[src/rtl/sram_burst_ctrl.sv]
// Burst read/write initiator for a single-port 1024x64 SRAM with a 2-entry read response buffer.
// Optional completed-beat counter is built in when SRAM_BURST_CTRL_BEAT_CNT_EN is defined.
module sram_burst_ctrl #(
    parameter int DEPTH = 1024,
    parameter int DW    = 64,
    localparam int AW   = $clog2(DEPTH)
) (
    input  logic          i_clk,
    input  logic          i_rst_n,
    input  logic          i_cmd_valid,
    output logic          o_cmd_ready,
    input  logic          i_cmd_write,
    input  logic [AW-1:0] i_cmd_addr,
    input  logic [AW-1:0] i_cmd_len,
    input  logic          i_wdata_valid,
    output logic          o_wdata_ready,
    input  logic [DW-1:0] i_wdata,
    input  logic [DW-1:0] i_wmask,
    output logic          o_rdata_valid,
    input  logic          i_rdata_ready,
    output logic [DW-1:0] o_rdata,
    output logic          o_done,
    output logic [31:0]   o_beat_cnt,
    output logic          o_sram_cen,
    output logic          o_sram_wen,
    output logic [DW-1:0] o_sram_bit_mask,
    output logic [AW-1:0] o_sram_addr,
    output logic [DW-1:0] o_sram_wdata,
    input  logic [DW-1:0] i_sram_rdata
);

    typedef enum logic [1:0] {IDLE, WRITE, READ, DRAIN} state_t;

    state_t        state_q, state_d;
    logic [AW-1:0] addr_q, remaining_q, addr_hold_q;
    logic          done_q, in_flight_q;
    logic [DW-1:0] fifo_mem [2];
    logic          wr_ptr_q, rd_ptr_q;
    logic [1:0]    fifo_cnt_q;

    logic cmd_ready, wdata_ready, drain_done, accept;
    logic wr_issue, rd_issue, issue, last_beat, drain_empty;
    logic pop, bypass, push, fifo_pop;

    assign last_beat   = (remaining_q == '0);
    assign drain_empty = (fifo_cnt_q == 2'd0) && !in_flight_q;
    assign wr_issue    = (state_q == WRITE) && i_wdata_valid;
    // Reads stall once buffered plus outstanding data would exceed the buffer.
    assign rd_issue    = (state_q == READ) && ((fifo_cnt_q + {1'b0, in_flight_q}) < 2'd2);
    assign issue       = wr_issue || rd_issue;
    assign accept      = i_cmd_valid && cmd_ready;

    always_ff @(posedge i_clk or negedge i_rst_n) begin
        if (!i_rst_n) begin
            state_q <= IDLE;
        end else begin
            state_q <= state_d;
        end
    end

    // The drain-complete cycle behaves like IDLE so a new command can be taken alongside o_done.
    always_comb begin
        state_d     = state_q;
        cmd_ready   = 1'b0;
        wdata_ready = 1'b0;
        drain_done  = 1'b0;
        case (state_q)
            IDLE: begin
                cmd_ready = 1'b1;
                if (i_cmd_valid) state_d = i_cmd_write ? WRITE : READ;
            end
            WRITE: begin
                wdata_ready = 1'b1;
                if (wr_issue && last_beat) state_d = IDLE;
            end
            READ: begin
                if (rd_issue && last_beat) state_d = DRAIN;
            end
            DRAIN: begin
                if (drain_empty) begin
                    drain_done = 1'b1;
                    cmd_ready  = 1'b1;
                    state_d    = i_cmd_valid ? (i_cmd_write ? WRITE : READ) : IDLE;
                end
            end
            default: state_d = IDLE;
        endcase
    end

    always_ff @(posedge i_clk or negedge i_rst_n) begin
        if (!i_rst_n) begin
            addr_q      <= '0;
            remaining_q <= '0;
            addr_hold_q <= '0;
            done_q      <= 1'b0;
            in_flight_q <= 1'b0;
        end else begin
            done_q      <= wr_issue && last_beat;
            in_flight_q <= rd_issue;
            if (accept) begin
                addr_q      <= i_cmd_addr;
                remaining_q <= i_cmd_len;
            end else if (issue) begin
                addr_q      <= (addr_q == AW'(DEPTH - 1)) ? '0 : addr_q + AW'(1);
                remaining_q <= remaining_q - AW'(1);
            end
            if (issue) addr_hold_q <= addr_q;
        end
    end

    // Data returning into an empty buffer goes straight to the consumer when it is ready.
    assign pop      = o_rdata_valid && i_rdata_ready;
    assign bypass   = (fifo_cnt_q == 2'd0) && in_flight_q && pop;
    assign push     = in_flight_q && !bypass;
    assign fifo_pop = pop && (fifo_cnt_q != 2'd0);

    always_ff @(posedge i_clk or negedge i_rst_n) begin
        if (!i_rst_n) begin
            fifo_mem[0] <= '0;
            fifo_mem[1] <= '0;
            wr_ptr_q    <= 1'b0;
            rd_ptr_q    <= 1'b0;
            fifo_cnt_q  <= 2'd0;
        end else begin
            if (push) begin
                fifo_mem[wr_ptr_q] <= i_sram_rdata;
                wr_ptr_q           <= !wr_ptr_q;
            end
            if (fifo_pop) rd_ptr_q <= !rd_ptr_q;
            fifo_cnt_q <= fifo_cnt_q + {1'b0, push} - {1'b0, fifo_pop};
        end
    end

    assign o_cmd_ready     = cmd_ready;
    assign o_wdata_ready   = wdata_ready;
    assign o_done          = done_q || drain_done;
    assign o_rdata_valid   = (fifo_cnt_q != 2'd0) || in_flight_q;
    assign o_rdata         = (fifo_cnt_q != 2'd0) ? fifo_mem[rd_ptr_q] :
                             (in_flight_q ? i_sram_rdata : '0);
    assign o_sram_cen      = issue;
    assign o_sram_wen      = wr_issue;
    assign o_sram_bit_mask = wr_issue ? i_wmask : '0;
    assign o_sram_wdata    = wr_issue ? i_wdata : '0;
    assign o_sram_addr     = issue ? addr_q : addr_hold_q;

`ifdef SRAM_BURST_CTRL_BEAT_CNT_EN
    logic [31:0] beat_cnt_q;

    always_ff @(posedge i_clk or negedge i_rst_n) begin
        if (!i_rst_n) begin
            beat_cnt_q <= '0;
        end else begin
            beat_cnt_q <= beat_cnt_q + {31'd0, wr_issue} + {31'd0, pop};
        end
    end

    assign o_beat_cnt = beat_cnt_q;
`else
    assign o_beat_cnt = '0;
`endif

endmodule

[config.mk]
export PLATFORM = sky130hd
export DESIGN_NAME = sram_burst_ctrl
export DESIGN_NICKNAME = d
export VERILOG_FILES = /design/src/rtl/sram_burst_ctrl.sv
export SDC_FILE = /design/constraint.sdc
export NUM_CORES = 1
export LEC_CHECK = 0
export ABC_CLOCK_PERIOD_IN_PS = 3000
export BUFFER_PORTS_ARGS = -buffer_cell sky130_fd_sc_hd__buf_2
export CAP_MARGIN = 25
export CORE_AREA = 2 2 176 178
export DETAILED_ROUTE_END_ITERATION = 10
export DIE_AREA = 0 0 178 180
export PLACE_DENSITY_LB_ADDON = 0.08
export SETUP_SLACK_MARGIN = 0.1
export SLEW_MARGIN = 10
export SYNTH_ARGS = -nofsm -noshare
export SYNTH_HDL_FRONTEND = slang
export SYNTH_SLANG_ARGS = --single-unit
[constraint.sdc]
create_clock -name i_clk -period 3 [get_ports i_clk]
set_input_delay 0.3 -clock i_clk [delete_from_list [all_inputs] [get_ports i_clk]]
set_output_delay 0.3 -clock i_clk [all_outputs]
set_load 0.01 [all_outputs]
==> metrics.log <==
[metrics] status: completed
[metrics] arrival time at the worst endpoint: 2210 ps
[metrics] Die ar.: 32000 um^2
[metrics] area fraction of the dominant cell type after synthesis: 44.3%
[metrics] leftover overflow at the end of global routing: 0
[metrics] level count of the clock H-tree: 4
[metrics] unrepaired setup endpoints after global routing: no
[metrics] number of hold violations in the final report: 0
[metrics] Post-Place Setup Slack: 848 ps
[metrics] endpoint kind of the worst setup timing path: output port
[metrics] slew at the pin closest to its max-slew limit: 1010 ps
[metrics] Max stage delay on crit path: 380 ps
[metrics] Reg2Reg Setup Slack: 890 ps
[metrics] biggest area consumer among synthesized cells: sky130_fd_sc_hd__dfrtp_1
[metrics] cell count after placement: 1666
[metrics] final total power: 12.6 mW
[metrics] Slew HR: 32.7%
[metrics] total CTS buffers: 17
[metrics] net count reported at finish: 1516
[metrics] number of global-route vias before repair: 8246
[metrics] Post-Route Skew: 17.5 ps
[metrics] detail-routed net length per standard cell: 22.0 um
[metrics] routability cong.: 0.880
[metrics] count of unresolved DRC violations after routing: 0
[metrics] clock tree from TritonCTS: built
[metrics] signed area change from the synthesized netlist to the final layout: 31.7%
[metrics] Final TNS setup: 0 ps
[metrics] final routed wirelength across all metal layers: 37.4 mm
[metrics] final std cell area, no fill: 12300 um^2
[metrics] final core area utilization: 40.9%
[metrics] total number of placement rows: 64
[metrics] clock-pin slew of the registers on the worst-case setup and hold paths: 80 ps
[metrics] Port Buf Inserts: 425
[metrics] via/cell ratio: 4.89
[metrics] top cells by area in the synthesized netlist: sky130_fd_sc_hd__dfrtp_1, sky130_fd_sc_hd__mux2_2, sky130_fd_sc_hd__and3_1
[metrics] Die Ht: 180 um
[metrics] internal power summed over all cells: 7.50 mW
[metrics] leading cell type in the layout, fill and taps excluded: sky130_fd_sc_hd__buf_2
[metrics] worst endpoint required time: 2700 ps
[metrics] dpl hpwl: 29.0 mm
[metrics] static leakage: 6.65 nW
[metrics] switching power summed over all nets: 5.11 mW
[metrics] period utilization: 83.8%
[metrics] crit path max fanout: 27
[metrics] number of cells produced by synthesis: 908
[metrics] Comb pwr share: 49.2%
[metrics] mean post-synth cell area: 10.3 um^2
[metrics] top flip-flop cell by instance count after synthesis: sky130_fd_sc_hd__dfrtp_1
[metrics] share of the yosys chip area belonging to registers: 44.3%
[metrics] wire length of the first global-routing pass: 54.8 mm
[metrics] clk buf depth: 2
[metrics] CP max stage cell: sky130_fd_sc_hd__dfrtp_2
[metrics] series of cell instances along the critical path: buf_4, nand3b_1, a31oi_4, buf_4, nand2_1, nand2_1, buf_2
[metrics] power per cell area: 1020 nW/um^2
[metrics] worst vdd rail ir drop: 0.000619 V
[metrics] pin count of the biggest net entering global routing: 131
[metrics] number of antenna violations at the first check in global routing: 15
[metrics] Hold-fix buffers, CTS: 1
[metrics] Setup Buffers After CTS: 0
[metrics] Post-synth EDFFs: 0
[metrics] Post-synth ARST share: 100%
[metrics] proportion of layout cells with a drive suffix above 1: 46.7%
[metrics] Clk Latency, worst-skew pair: 420 ps
[metrics] Worst Setup Start Kind: flop
[metrics] Starting Density: 31.0%
[metrics] fmax: 398 MHz
[metrics] Placement Cell Area: 11700 um^2
[metrics] DRC marker count from the first detailed-route iteration: 357
[metrics] portion of total power attributed to sequential cells: 32.9%
[metrics] clock network power share: 17.9%
[metrics] standard cell core area: 30200 um^2
[metrics] count of pins over their slew limit: 0
[metrics] crit path time final: 2510 ps
[metrics] total number of vias: 8320
[metrics] worst hold slack: 97.6 ps
[metrics] Initial DRT Pass Iterations: 5
[metrics] slack of the critical path: 487 ps
[metrics] area of the mapped netlist: 9370 um^2
[metrics] non-filler instance count after layout: 1702
[metrics] CTS-repair resized insts: 0
[metrics] Total GRT Usage: 23.2%
[metrics] Sinks on Clock Net: 166
[metrics] count of different cell masters after synthesis: 44
[metrics] cell chosen for the clock root: sky130_fd_sc_hd__clkbuf_16
[metrics] Max Cap Viol: 0
[metrics] chip width: 178 um
[metrics] number of primary I/O pins: 458
[metrics] post-detailed-route count of antenna-violating nets: 0
[metrics] critical setup path kind: flop to output port
[metrics] Min-Delay Path Class: input port to flop
[metrics] warning count from the yosys run: 0
[metrics] number of setup violations in the final report: 0
[metrics] commonest non-fill, non-tap cells in the layout: sky130_fd_sc_hd__buf_2, sky130_fd_sc_hd__dfrtp_1, sky130_fd_sc_hd__and3_1, sky130_fd_sc_hd__mux2_2, sky130_fd_sc_hd__nand3_1
[metrics] switching share of total power: 40.6%
[metrics] synthesized flop and latch total: 166
## cells in the mapped netlist, types with 19 or more instances
library cell	number
sky130_fd_sc_hd__buf_4	36
sky130_fd_sc_hd__and3_1	130
sky130_fd_sc_hd__mux2_2	125
sky130_fd_sc_hd__clkbuf_1	45
sky130_fd_sc_hd__o21ai_0	71
sky130_fd_sc_hd__buf_2	19
sky130_fd_sc_hd__nor2_1	30
sky130_fd_sc_hd__a21oi_1	22
sky130_fd_sc_hd__nand2_1	41
sky130_fd_sc_hd__dfrtp_1	166
sky130_fd_sc_hd__mux2i_1	64
sky130_fd_sc_hd__nand3_1	72
## power groups by stage
stage	combinational, mW	clock (mW)	sequential, mW
finish	6.21	2.26	4.15
global route	6.83	2.45	4.32
CTS	6.31	2.33	4.16
detailed placement	6.30	0	4.21
global placement	6.22	0	4.19
floorplan	4.31	0	3.86
## registers in the layout, summed over array words and instances, names as in the netlist
register	cells
fifo_mem	128
addr_hold_q	10
addr_q	10
remaining_q	10
fifo_cnt_q	2
state_q	2
done_q	1
in_flight_q	1
rd_ptr_q	1
wr_ptr_q	1
## worst max-delay path, delay by kind of cell (launching register included)
kind / cells / cell delay (ps)
flops: 1 / 380
buf+inv: 3 / 770
compound gates: 1 / 240
simple gates: 3 / 400
## logic make-up after synthesis
logic type	count (synthesis)	synth area share [%]
buffers and inverters	120	6.99
and+or+nand+nor	299	17.5
other	1	0.0400
xor gates and xnor gates	17	1.59
AOI/OAI and AO/OA	103	5.97
muxes	194	22.5
adders and majority gates	8	1.07
DFF	166	44.3
## area by class of cell
type / instances / area, um^2
well taps: 396 / 495
clock inverters: 13 / 163
multi-input cells: 653 / 4700
repair buffers: 442 / 2330
fillers: 3110 / 17900
clock buffers: 19 / 443
diodes: 3 / 7.51
flip-flops and latches: 166 / 4160
inverters: 10 / 37.5
## per-layer routing
metal  GRT usage [%]  vias to the layer above  wire length, um
met5               0                        -               84
met4            5.41                       14              812
met3            6.92                       47             2940
met2            39.6                      261            18400
met1            28.7                     4065            15200
li1                -                     3933                -
## final timing paths
check                      depth (start not counted)                         end                     start
max                                                7              o_sram_addr[1]     in_flight_q$_DFF_PN0_
min                                                2  remaining_q[1]$_DFFE_PN0P_              i_cmd_len[1]
max reg2reg                                        8     fifo_cnt_q[1]$_DFF_PN0_   fifo_cnt_q[0]$_DFF_PN0_
min reg2reg                                        2    addr_hold_q[3]$_DFF_PN0_  addr_hold_q[3]$_DFF_PN0_
max in group asynchronous                          3    fifo_mem[55]$_DFFE_PN0P_                   i_rst_n
min in group asynchronous                          2    fifo_mem[17]$_DFFE_PN0P_                   i_rst_n
Power figures use the tool's default switching activity.
